`config.mk`:
```
export PLATFORM = sky130hd
export DESIGN_NAME = sseg_scan_ctrl
export DESIGN_NICKNAME = d
export VERILOG_FILES = /design/src/rtl/sseg_pkg.sv /design/src/rtl/sseg_scan_ctrl_hex2sseg.sv /design/src/rtl/sseg_scan_ctrl.sv
export SDC_FILE = /design/constraint.sdc
export NUM_CORES = 1
export LEC_CHECK = 0
export CORE_UTILIZATION = 55
export DETAILED_ROUTE_END_ITERATION = 7
export PLACE_DENSITY = 0.78
export SLEW_MARGIN = 30
export SYNTH_ARGS = -nofsm -noshare
export SYNTH_HDL_FRONTEND = slang
export SYNTH_SLANG_ARGS = --single-unit
```
`constraint.sdc`:
```
create_clock -name clk -period 3 [get_ports clk]
set_input_delay 0.45 -clock clk [delete_from_list [all_inputs] [get_ports clk]]
set_output_delay 0.45 -clock clk [all_outputs]
set_load 0.02 [all_outputs]
```
`src/rtl/sseg_pkg.sv`:
```
// Shared types, constants and the leading-zero mask helper for the
// seven-segment scan controller.
package sseg_pkg;

  localparam int MAX_DIGITS = 16;

  localparam logic [6:0] SSEG_BLANK = 7'h7F;

  typedef logic [3:0] nibble_t;
  typedef logic [6:0] seg_t;

  // Bit i set when nibbles i..n_digits-1 are all zero; digit 0 is never masked.
  function automatic logic [MAX_DIGITS-1:0] lz_mask(
    input logic [4*MAX_DIGITS-1:0] value,
    input int                      n_digits
  );
    logic                  zero_above;
    logic [MAX_DIGITS-1:0] m;
    zero_above = 1'b1;
    m          = '0;
    for (int i = MAX_DIGITS - 1; i >= 0; i--) begin
      if (i < n_digits) begin
        zero_above = zero_above & (value[4*i +: 4] == 4'h0);
        m[i]       = zero_above & (i != 0);
      end else begin
        m[i] = 1'b0;
      end
    end
    return m;
  endfunction

endpackage

```
`src/rtl/sseg_scan_ctrl_hex2sseg.sv`:
```
// Hex nibble to active-low gfedcba segment pattern decoder.
module hex2sseg
  import sseg_pkg::*;
(
  input  logic [3:0] hex,
  output logic [6:0] seg
);

  nibble_t hex_s;
  seg_t    seg_s;

  assign hex_s = hex;
  assign seg   = seg_s;

  // Segment lookup, lower-case b and d keep them distinct from 8 and 0.
  always_comb begin
    seg_s = SSEG_BLANK;
    case (hex_s)
      4'h0:    seg_s = 7'b1000000;
      4'h1:    seg_s = 7'b1111001;
      4'h2:    seg_s = 7'b0100100;
      4'h3:    seg_s = 7'b0110000;
      4'h4:    seg_s = 7'b0011001;
      4'h5:    seg_s = 7'b0010010;
      4'h6:    seg_s = 7'b0000010;
      4'h7:    seg_s = 7'b1111000;
      4'h8:    seg_s = 7'b0000000;
      4'h9:    seg_s = 7'b0010000;
      4'hA:    seg_s = 7'b0001000;
      4'hB:    seg_s = 7'b0000011;
      4'hC:    seg_s = 7'b1000110;
      4'hD:    seg_s = 7'b0100001;
      4'hE:    seg_s = 7'b0000110;
      4'hF:    seg_s = 7'b0001110;
      default: seg_s = SSEG_BLANK;
    endcase
  end

endmodule

```
`src/rtl/sseg_scan_ctrl.sv`:
```
// Time-multiplexed common-anode 7-segment scan controller with double-buffered
// frames, leading-zero blanking and per-slot PWM dimming.
module sseg_scan_ctrl
  import sseg_pkg::*;
#(
  parameter int CLK_HZ     = 100_000_000,
  parameter int REFRESH_HZ = 1_000,
  parameter int N_DIGITS   = 8,
  parameter int DUTY_BITS  = 3
) (
  input  logic                  clk,
  input  logic                  reset_n,
  input  logic                  load,
  input  logic [4*N_DIGITS-1:0] value,
  input  logic [N_DIGITS-1:0]   dp_in,
  input  logic [N_DIGITS-1:0]   en_mask,
  input  logic                  lz_blank,
  input  logic [DUTY_BITS-1:0]  duty,
  output logic                  load_ack,
  output logic                  frame_start,
  output logic [N_DIGITS-1:0]   an,
  output logic [6:0]            sseg,
  output logic                  dp
);

  localparam int DIV       = CLK_HZ / REFRESH_HZ;
  localparam int PHASES    = 1 << DUTY_BITS;
  localparam int PHASE_LEN = DIV / PHASES;
  localparam int CNT_W     = (DIV > 1) ? $clog2(DIV) : 1;
  localparam int SUB_W     = (PHASE_LEN > 1) ? $clog2(PHASE_LEN) : 1;
  localparam int IDX_W     = $clog2(N_DIGITS);

  localparam logic [CNT_W-1:0] TICK_LAST = CNT_W'(DIV - 1);
  localparam logic [SUB_W-1:0] SUB_LAST  = SUB_W'(PHASE_LEN - 1);
  localparam logic [IDX_W-1:0] IDX_LAST  = IDX_W'(N_DIGITS - 1);

  logic [CNT_W-1:0]           tick_cnt_r;
  logic [SUB_W-1:0]           sub_cnt_r;
  logic [DUTY_BITS-1:0]       phase_r;
  logic [IDX_W-1:0]           idx_r;
  logic [N_DIGITS-1:0][3:0]   active_r;
  logic [N_DIGITS-1:0][3:0]   pending_r;
  logic [N_DIGITS-1:0]        active_dp_r;
  logic [N_DIGITS-1:0]        pending_dp_r;
  logic                       pend_flag_r;
  logic                       wrap_r;

  logic [N_DIGITS-1:0]        an_r;
  seg_t                       sseg_r;
  logic                       dp_r;
  logic                       load_ack_r;
  logic                       frame_start_r;

  logic                       tick_s;
  logic                       wrap_s;
  logic                       xfer_s;
  nibble_t                    nibble_s;
  logic [6:0]                 dec_seg_s;
  logic [4*MAX_DIGITS-1:0]    val_ext_s;
  logic [MAX_DIGITS-1:0]      lz_full_s;
  logic [3:0]                 idx_ext_s;
  logic                       blank_s;
  logic [N_DIGITS-1:0]        an_next_s;
  seg_t                       sseg_next_s;
  logic                       dp_next_s;

  assign tick_s   = (tick_cnt_r == TICK_LAST);
  assign wrap_s   = tick_s & (idx_r == IDX_LAST);
  assign xfer_s   = wrap_s & pend_flag_r;
  assign nibble_s = active_r[idx_r];

  assign load_ack    = load_ack_r;
  assign frame_start = frame_start_r;
  assign an          = an_r;
  assign sseg        = sseg_r;
  assign dp          = dp_r;

  // Slot prescaler, dimming phase and digit index.
  always_ff @(posedge clk or negedge reset_n) begin
    if (!reset_n) begin
      tick_cnt_r <= '0;
      sub_cnt_r  <= '0;
      phase_r    <= '0;
      idx_r      <= '0;
    end else if (tick_s) begin
      tick_cnt_r <= '0;
      sub_cnt_r  <= '0;
      phase_r    <= '0;
      if (idx_r == IDX_LAST) begin
        idx_r <= '0;
      end else begin
        idx_r <= idx_r + 1'b1;
      end
    end else begin
      tick_cnt_r <= tick_cnt_r + 1'b1;
      if (sub_cnt_r == SUB_LAST) begin
        sub_cnt_r <= '0;
        phase_r   <= phase_r + 1'b1;
      end else begin
        sub_cnt_r <= sub_cnt_r + 1'b1;
      end
    end
  end

  // Pending/active frame buffers; a load on the transfer edge refills pending.
  always_ff @(posedge clk or negedge reset_n) begin
    if (!reset_n) begin
      active_r     <= '0;
      active_dp_r  <= '0;
      pending_r    <= '0;
      pending_dp_r <= '0;
      pend_flag_r  <= 1'b0;
    end else begin
      if (xfer_s) begin
        active_r    <= pending_r;
        active_dp_r <= pending_dp_r;
      end
      if (load) begin
        pending_r    <= value;
        pending_dp_r <= dp_in;
        pend_flag_r  <= 1'b1;
      end else if (xfer_s) begin
        pend_flag_r <= 1'b0;
      end
    end
  end

  hex2sseg u_hex2sseg (
    .hex (nibble_s),
    .seg (dec_seg_s)
  );

  // Leading-zero mask of the active frame and per-slot blank decision.
  always_comb begin
    val_ext_s                   = '0;
    val_ext_s[4*N_DIGITS-1:0]   = active_r;
    idx_ext_s                   = '0;
    idx_ext_s[IDX_W-1:0]        = idx_r;
    lz_full_s                   = lz_mask(val_ext_s, N_DIGITS);
    if (!en_mask[idx_r]) begin
      blank_s = 1'b1;
    end else if (lz_blank && lz_full_s[idx_ext_s]) begin
      blank_s = 1'b1;
    end else begin
      blank_s = 1'b0;
    end
  end

  // Next output values; segments stay valid for the whole slot while the anode is PWM-gated.
  always_comb begin
    an_next_s   = '1;
    sseg_next_s = SSEG_BLANK;
    dp_next_s   = 1'b1;
    if (blank_s) begin
      an_next_s   = '1;
      sseg_next_s = SSEG_BLANK;
      dp_next_s   = 1'b1;
    end else begin
      sseg_next_s = dec_seg_s;
      dp_next_s   = ~active_dp_r[idx_r];
      if (phase_r <= duty) begin
        an_next_s[idx_r] = 1'b0;
      end else begin
        an_next_s = '1;
      end
    end
  end

  // Output registers: anodes, segments and DP all update on the same edge.
  always_ff @(posedge clk or negedge reset_n) begin
    if (!reset_n) begin
      an_r          <= '1;
      sseg_r        <= SSEG_BLANK;
      dp_r          <= 1'b1;
      load_ack_r    <= 1'b0;
      wrap_r        <= 1'b0;
      frame_start_r <= 1'b0;
    end else begin
      an_r          <= an_next_s;
      sseg_r        <= sseg_next_s;
      dp_r          <= dp_next_s;
      load_ack_r    <= xfer_s;
      wrap_r        <= wrap_s;
      frame_start_r <= wrap_r;
    end
  end

endmodule

```
* Word-level counts from Yosys, hierarchy flattened
Memory sizes are Yosys's and may differ from the RTL's.
Cells that the tools add are included.
** Word-level totals
- Register bits after elaboration :: 137
- Bits in read-only memories :: 112
- Input port bits :: 55
- Output and inout port bits :: 18
- Word-level logic and storage cells :: 86
- Memories kept :: 1
** Cells by class
- $add $sub $neg :: 4
- Magnitude comparators :: 4
- Eq/ne operators :: 3
- Mux-type cells :: 24
- Bitwise operators :: 10
- Reduce and logical (&&, ||, !) cells :: 11
** Memory list
- (name not given) :: words 16, bits a word 7, rd ports 1, clocked after Yosys merged registers in 0, wr ports 0, line sseg_scan_ctrl_hex2sseg.sv:18 : case (hex_s)
** Operators with widths (count)
- $logic_not 4->1 :: 7
- $mux 14 :: 2
- $add 17x1->17 const B :: 1
- $eq 17x17->1 const B :: 1
- $mux 17 :: 1
- $mux 8 :: 2
- $add 14x1->14 const B :: 1
- $eq 14x14->1 const B :: 1
- $bmux 4 s3 :: 1
- $bmux 1 s3 :: 3
- $mux 1 :: 9
- $mux 3 :: 3
- $and 1x1->1 :: 8
- $not 8->8 :: 1
- $mux 7 :: 1
- $add 3x1->3 const B :: 2
- $lt 3x5->1 const B :: 1
- $lt 3x4->1 const B :: 1
- $mux 4 :: 1
- $reduce_bool 2->1 :: 2
- $demux 1 s3 :: 1
- $eq 3x3->1 const B :: 1
- $ge 3x1->1 const B :: 1
- $le 3x3->1 :: 1
- 2 further kinds :: 3

* Longest topological paths before layout
Gate-level depths: netlist of the first run.
- Depth in word-level cells :: 13
- Gate-level depth with buffers :: 10
- Depth with buffers taken out :: 8

* Modules after synthesis
From an unflattened synthesis of the first run, not the netlist that was laid out.
** Unflattened totals
- Cell total of the unflattened synthesis :: 492
- Area total of the unflattened synthesis :: 6379.9 µm²
** Modules (own cells, without submodules)
- sseg_scan_ctrl :: times used 1, cells each 460, area each 6104.6 µm², seq. area each 3448.3 µm²
- hex2sseg :: times used 1, cells each 32, area each 275.3 µm², seq. area each 0.0 µm²

* Least setup slack after synthesis of the first run
OpenSTA, ideal clock, no wires.
- Path type :: register to register
- Start :: register idx_r[0]
- End :: register sseg_r[1] (netlist: sseg[1])
- Setup time :: 0.085 ns
- Data arrival time :: 2.081 ns
- Required time :: 2.915 ns
- Slack :: 0.834 ns
- Stages on the path, launching flop included :: 10
- Buffers on the path :: 2
- Period minus slack after synthesis :: 2.166 ns
- Cells stage by stage :: dfrtp_1 buf_2 buf_1 a221oi_1 o22ai_1 inv_1 ha_1 nand4_1 o21a_1 o221ai_1
** Between the ends
- Word-level cells in the longest chain between the ends :: 6
- Elaborated cells on any way between the ends :: 11
- Those cells by class :: mux (9); reduce/logical (1); memory (1)
** Ends and longest elaborated chain
- from (decl) :: line sseg_scan_ctrl.sv:40 : logic [IDX_W-1:0] idx_r;
- from (signal assigned) :: line sseg_scan_ctrl.sv:92 : idx_r <= idx_r + 1'b1;
- parallel branches: the longest is 5 deep, another holds $mem_v2 16x7
- $mux 7 * :: line sseg_scan_ctrl.sv:154 : if (blank_s) begin
- via sseg_next_s[1] :: line sseg_scan_ctrl.sv:64 : seg_t sseg_next_s;
- to (signal assigned) :: line sseg_scan_ctrl.sv:180 : sseg_r <= sseg_next_s;
- to (decl) :: line sseg_scan_ctrl.sv:49 : seg_t sseg_r;
Mark *: on every way through the listed nets, which the timed path passes. The select of a mux whose other input is x is not followed.
A chain may end at the register's enable or synchronous reset.

* Worst setup path after layout of the first run
- Start :: register idx_r[1]
- End :: register sseg_r[1] (netlist: sseg[1])
The elaborated chain is that of the path after synthesis.

==> results of run 1 <==
## path summary, 6_finish.rpt
| path | end | slack [ns] |
|---|---|---|
| worst max-delay path | sseg[1] | 0.51 |
| worst min-delay path | pending_r[18] | 0.11 |
| worst max register to register | sseg[1] | 0.51 |
| worst min register to register | frame_start | 0.37 |
| max in group asynchronous | tick_cnt_r[14] | 2.00 |
| min in group clk | frame_start | 0.37 |
## power by group
group | leakage (uW) | switching (uW) | internal [uW]
registers | 0.00173 | 31.3 | 1910
logic | 0.00150 | 91.0 | 129
clock network | 0.000286 | 753 | 1320
total | 0.00352 | 875 | 3360
## registers in the layout, summed over array words and instances, names as in the netlist, 7 cells and up
register	count
active_r	32
pending_r	32
tick_cnt_r	17
sub_cnt_r	14
active_dp_r	8
an	8
pending_dp_r	8
sseg	7
## cell type report
| type | count | share of cell area |
|---|---|---|
| Clock buffer | 20 | 0.0577 |
| Clock inverter | 12 | 0.0194 |
| Inverter | 17 | 0.00825 |
| Multi-Input combinational cell | 311 | 0.342 |
| Sequential cell | 137 | 0.446 |
| Tap cell | 140 | 0.0226 |
| Timing Repair Buffer | 81 | 0.104 |
## critical path, delay by kind of cell (launching register included)
kind / cells / cell delay (ns)
buffers and inverters: 1 / 0.18
DFF: 1 / 0.64
and+or+nand+nor: 2 / 0.41
adders and majority gates: 1 / 0.33
AOI/OAI and AO/OA: 4 / 0.84
## through the flow
step / utilization / cell area [um^2] / setup WS [ns] / power (uW) / cells
3_5_place_dp: 0.650 / 7140 / 0.567 / 2200 / 686
3_3_place_gp: 0.650 / 7140 / 0.652 / 2190 / 686
6_report: 0.704 / 7740 / 0.509 / 4240 / 718
4_1_cts: 0.704 / 7740 / 0.542 / 4280 / 718
2_1_floorplan: - / 6280 / 0.834 / 2050 / 486
5_1_grt: 0.704 / 7740 / 0.304 / 4390 / 718
## routing by layer
layer	GRT usage	up-vias	wire, um
li1	-	1900	-
met1	0.314	1998	5680
met2	0.354	111	5600
met3	0.0574	25	614
met4	0.102	0	275
met5	0	-	0
## cells in the final DEF (no fill, tap or decap), types with 3 or more instances in the layout
cell type / instances
clkinvlp_4: 3
ha_1: 14
mux4_2: 4
dfstp_2: 16
nand3_1: 27
nand2_1: 19
mux2_1: 39
xor2_1: 14
inv_1: 15
nand4_1: 5
o221ai_1: 4
and3_1: 9
clkbuf_16: 17
nor2b_1: 3
clkdlybuf4s50_1: 70
nor4_1: 8
nor3_1: 9
o21ai_0: 3
mux2_2: 47
dfrtp_1: 121
xnor2_1: 16
clkinv_2: 4
buf_4: 8
bufinv_16: 3
o211ai_1: 4
nor2_1: 34
mux2i_1: 11
## cells by family (layout without fill, tap and decap cells)
| group | after synthesis | count (layout) | synth area share |
|---|---|---|---|
| adder cells (fa/ha/maj) | 14 | 14 | 0.0279 |
| multiplexers | 103 | 103 | 0.192 |
| AND/OR/NAND/NOR | 130 | 130 | 0.105 |
| AO/OA/AOI/OAI | 34 | 34 | 0.0536 |
| XOR/XNOR | 30 | 30 | 0.0418 |
| buffers and inverters | 38 | 130 | 0.0307 |
| flip-flops | 137 | 137 | 0.549 |
==> results_dict.tcl, run 1 <==
set metrics [dict create \
    cts-buffers-inserted 17 \
    synthArstFlopShare 1.00 \
    io_buffer_count 72 \
    path_max_fanout 15 \
    slowest_stage "dfrtp_1" \
    clk_latency_ns 0.42 \
    synthTopCellsByCount "dfrtp_1 (121), mux2_2 (47), mux2_1 (39)" \
    area_delta_synth_final_pct 23.1 \
    finalCriticalPeriod_ns 2.49 \
    yosysSeqAreaShare 0.549 \
    io_pins 73 \
    routed_wl_um 12200 \
    cts_tree "built" \
    syn-num-nets 555 \
    ys.warnings.count 0 \
    ctsLongestPathBuffers 2 \
    cts_sinks 137 \
    initial_utilization 0.572 \
    setup.worst_path.class "reg -> reg" \
    final.period_utilization 0.830 \
    cp.arrival_ns 2.82 \
    wl_per_cell_um 17.0 \
    core-area_um2 11000 \
    regArea_um2 3450 \
    drive_gt1_frac 0.218 \
    dr_total_vias 4034 \
    reg2regPathDepth 8 \
    first_pass_iters 4 \
    rows 38 \
    synth.top_cell.area_share 0.482 \
    die_w_um 109 \
    critPathMaxStageDelay_ns 0.64 \
    finalSetupViolations 0 \
    synth_cell_types 62 \
    synth_area_leaders "dfrtp_1 (48%), mux2_2 (8.4%), mux2_1 (7.0%)" \
    ant_nets 0 \
    drc_errors 0 \
    viasPerCell 5.62 \
    post_cts.repair.setup_buffers 0 \
    worstSetupEndpointType "flip-flop" \
    clock-skew-final_ns 0.00695 \
    crit_chain "and2b_4, a221oi_1, o22ai_1, inv_1, ha_1, nand4_1, o21a_1, o221ai_1" \
    setup_tns_ns 0 \
    synth.avg_cell_area_um2 12.9 \
    cts.clk_slew.worst_paths_ns 0.06 \
    crit_start "idx_r[1]" \
    yosys.area.top_type "dfrtp_1" \
    hold_buffers 0 \
    grt_antenna_before_repair 0 \
    layout.nets 634 \
    tightest_slew_ns 0.949 \
    power.density_nw_per_um2 548 \
    grt_start_max_net_pins 61 \
    drt_first_iter_violations 184 \
    n_antenna_cell 0 \
    syn_area_um2 6280 \
    max_cap_violations 0 \
    clock.fmax_ghz 0.401 \
    ir_drop_v 0.000532 \
    slew_viol_final 0 \
    whs_ns 0.111 \
    htreeDepth 4 \
    synth_edf_count 0 \
    n_fill_cell 774 \
    ctsResizeCount 0 \
    cp.required_ns 3.33 \
    synth_ff_type "dfrtp_1" \
    overflow 0 \
    hold_path.class "in -> async" \
    synth-seq-cells 137 \
    clockRootBuffer "clkbuf_16" \
    netlist_instances 486 \
    synth_most_common_cell "dfrtp_1" \
    gp_congestion 0.836 \
    hpwlAfterDp_um 8720 \
    power.leakage_uw 0.00352 \
    die_y_um 109 \
    start_kind "flip-flop" \
    max_slew_margin 0.368 \
    grtUsageTotal 0.232 \
    grt_pass1_wl_um 20500 \
    rsz0062_at_grt "false" \
    die_area_um2 11900 \
    grt_pass1_vias 4215 \
    status "complete, no violations" \
    hold_viol 0 \
    multi_input_area_um2 2650 \
    rr_startpoint "idx_r[1]" \
]
No activity file was read; power rests on OpenSTA's default activity.
==> run 2, diff against run 1 <==
Settings changed: CORE_UTILIZATION 55 to 51, PLACE_DENSITY 0.78 to 0.76.
Clock period 3 ns to 2.1 ns, I/O delays scaled along.
==> run 2 against run 1 <==
Against the previous run: fmax up 20%; global-route usage down 0.79 points; sequential share of layout area down 1.6 points; sequential power up 43%; clock skew up 0.0011 ns; register-to-register slack worse by 0.48 ns; first-iteration DRC count down 4.3%; die area up 7.7%; via count up 2.6%; combinational power up 48%; critical path depth unchanged; worst setup slack worse by 0.48 ns; critical path type unchanged; largest power group unchanged.
==> results_dict.tcl, run 2 (same netlist as run 1, synthesis figures left out) <==
set metrics [dict create \
    status "complete, no violations" \
    tightest_slew_ns 0.554 \
    place_area_um2 7360 \
    hold_path.class "in -> async" \
    routed_wl_um 13000 \
    die_y_um 113 \
    grt_start_max_net_pins 55 \
    post-place-ws_ns -0.0407 \
    layout.nets 661 \
    fin_area_um2 8040 \
    whs_ns 0.359 \
    setup.worst_path.class "reg -> reg" \
    area_delta_synth_final_pct 27.9 \
    dr_total_vias 4140 \
    cts.clk_slew.worst_paths_ns 0.06 \
    reg2reg_slack_ns 0.03 \
    power.leakage_uw 0.00366 \
    max_cap_violations 0 \
    cp.required_ns 2.42 \
    drive_gt1_frac 0.280 \
    final.period_utilization 0.987 \
    cts_tree "built" \
    path_max_fanout 7 \
    grt_pass1_vias 4331 \
    htreeDepth 4 \
    n_antenna_cell 0 \
    p_int_uw 4790 \
    finalCriticalPeriod_ns 2.07 \
    switching_power_uw 1240 \
    clk_latency_ns 0.42 \
    clockPowerShare 0.486 \
    drt_first_iter_violations 176 \
    grtUsageTotal 0.224 \
    initial_utilization 0.523 \
    final_cell_mix "dfrtp_1 (119), clkdlybuf4s50_1 (70), mux2_2 (47)" \
    ctsLongestPathBuffers 2 \
    die_area_um2 12800 \
    start_kind "flip-flop" \
    max_slew_margin 0.631 \
    rsz0062_at_grt "true" \
    clockRootBuffer "clkbuf_16" \
    clock.fmax_ghz 0.483 \
    power.density_nw_per_um2 750 \
    drc_errors 0 \
    hold_viol 0 \
    top_regs "active_r (32), pending_r (32), tick_cnt_r (17)" \
    io_pins 73 \
    clock-skew-final_ns 0.00806 \
    io_buffer_count 72 \
    rr_startpoint "idx_r[2]" \
    worstSetupEndpointType "flip-flop" \
    ant_nets 0 \
    setup_ws_ns 0.0279 \
    ir_drop_v 0.000545 \
    switching_share 0.206 \
    core-area_um2 12000 \
    cts_sinks 137 \
    hpwlAfterDp_um 9260 \
    sequentialPowerShare 0.460 \
    reg2regPathDepth 8 \
    comb_power_share 0.054 \
    slew_viol_final 0 \
    finalSetupViolations 0 \
    first_pass_iters 6 \
    cts-buffers-inserted 17 \
    rows 40 \
    grt_antenna_before_repair 0 \
    die_w_um 113 \
    r2r-end "sseg[4]" \
    wl_per_cell_um 17.3 \
    final_common_cell "dfrtp_1" \
    overflow 0 \
    cp.arrival_ns 2.39 \
    grt_pass1_wl_um 21900 \
    viasPerCell 5.51 \
    gp_congestion 0.845 \
]
==> run 2: cell count changes in the layout (fill, tap and decap cells not counted), sizes merged <==
cell	change
buf	+26
bufinv	-1
clkinvlp	-1
inv	-1
dlygate4sd3	+1
clkbuf	+4
clkinv	-2
==> run 2: power by group through the flow <==
stage,logic (uW),clock network (uW),registers [uW]
after floorplan,119,0,2810
after global placement,315,0,2820
after detailed placement,326,0,2820
after CTS,330,2980,2780
after global routing,355,3100,2780
final,325,2930,2780
==> run 2: how the worst max path moves through the flow <==
stage / start / end / cells after the start / slack (ns)
6_report: idx_r[2] / sseg[4] / 8 / 0.03
3_5_place_dp: idx_r[1] / sseg[3] / 7 / -0.04
5_1_grt: idx_r[2] / sseg[4] / 8 / -0.03
2_1_floorplan: idx_r[1] / sseg[1] / 9 / 0.02
3_3_place_gp: active_r[27] / sseg[4] / 5 / 0.006
4_1_cts: idx_r[1] / sseg[3] / 7 / 0.006
==> run 2: stage by stage <==
step                      setup TNS (ns)  instances   util  power (uW)
after floorplan                        0        486      -        2930
after global placement                 0        718  0.612        3130
after detailed placement          -0.216        718  0.612        3150
after CTS                              0        750  0.663        6080
after global routing              -0.131        751  0.669        6230
final                                  0        751  0.669        6030
==> run 2: critical path: stages (launching register included) <==
cell and delay, ns:
dfrtp_1 0.39, buf_4 0.17, or3b_2 0.44, o211ai_1 0.12
a211oi_2 0.14, inv_2 0.11, ha_2 0.24, mux2i_1 0.09
o221ai_1 0.26
==> run 2: timing repair <==
action | CTS | global route
setup endpoints to repair | 6 | 69
resized for setup | 3 | 16
endpoints found under the hold margin | 15 | 0
hold buffers | 1 | 0
pin swaps | 0 | 3
buffers inserted | 0 | 1
cloned | 0 | 0
==> run 2: area by class of cell <==
| class | instances | area, um^2 |
|---|---|---|
| well taps | 147 | 184 |
| clock buffers | 24 | 492 |
| repair buffers | 108 | 1030 |
| fillers | 909 | 3980 |
| multi-input cells | 311 | 2720 |
| inverters | 17 | 67.6 |
| clock inverters | 7 | 91.3 |
| flip-flops and latches | 137 | 3450 |
==> run 2: routing by layer <==
metal  track usage  part of all wire
met5             0                 0
met4        0.0895             0.019
met3        0.0514             0.042
met2         0.353              0.48
met1         0.302              0.46
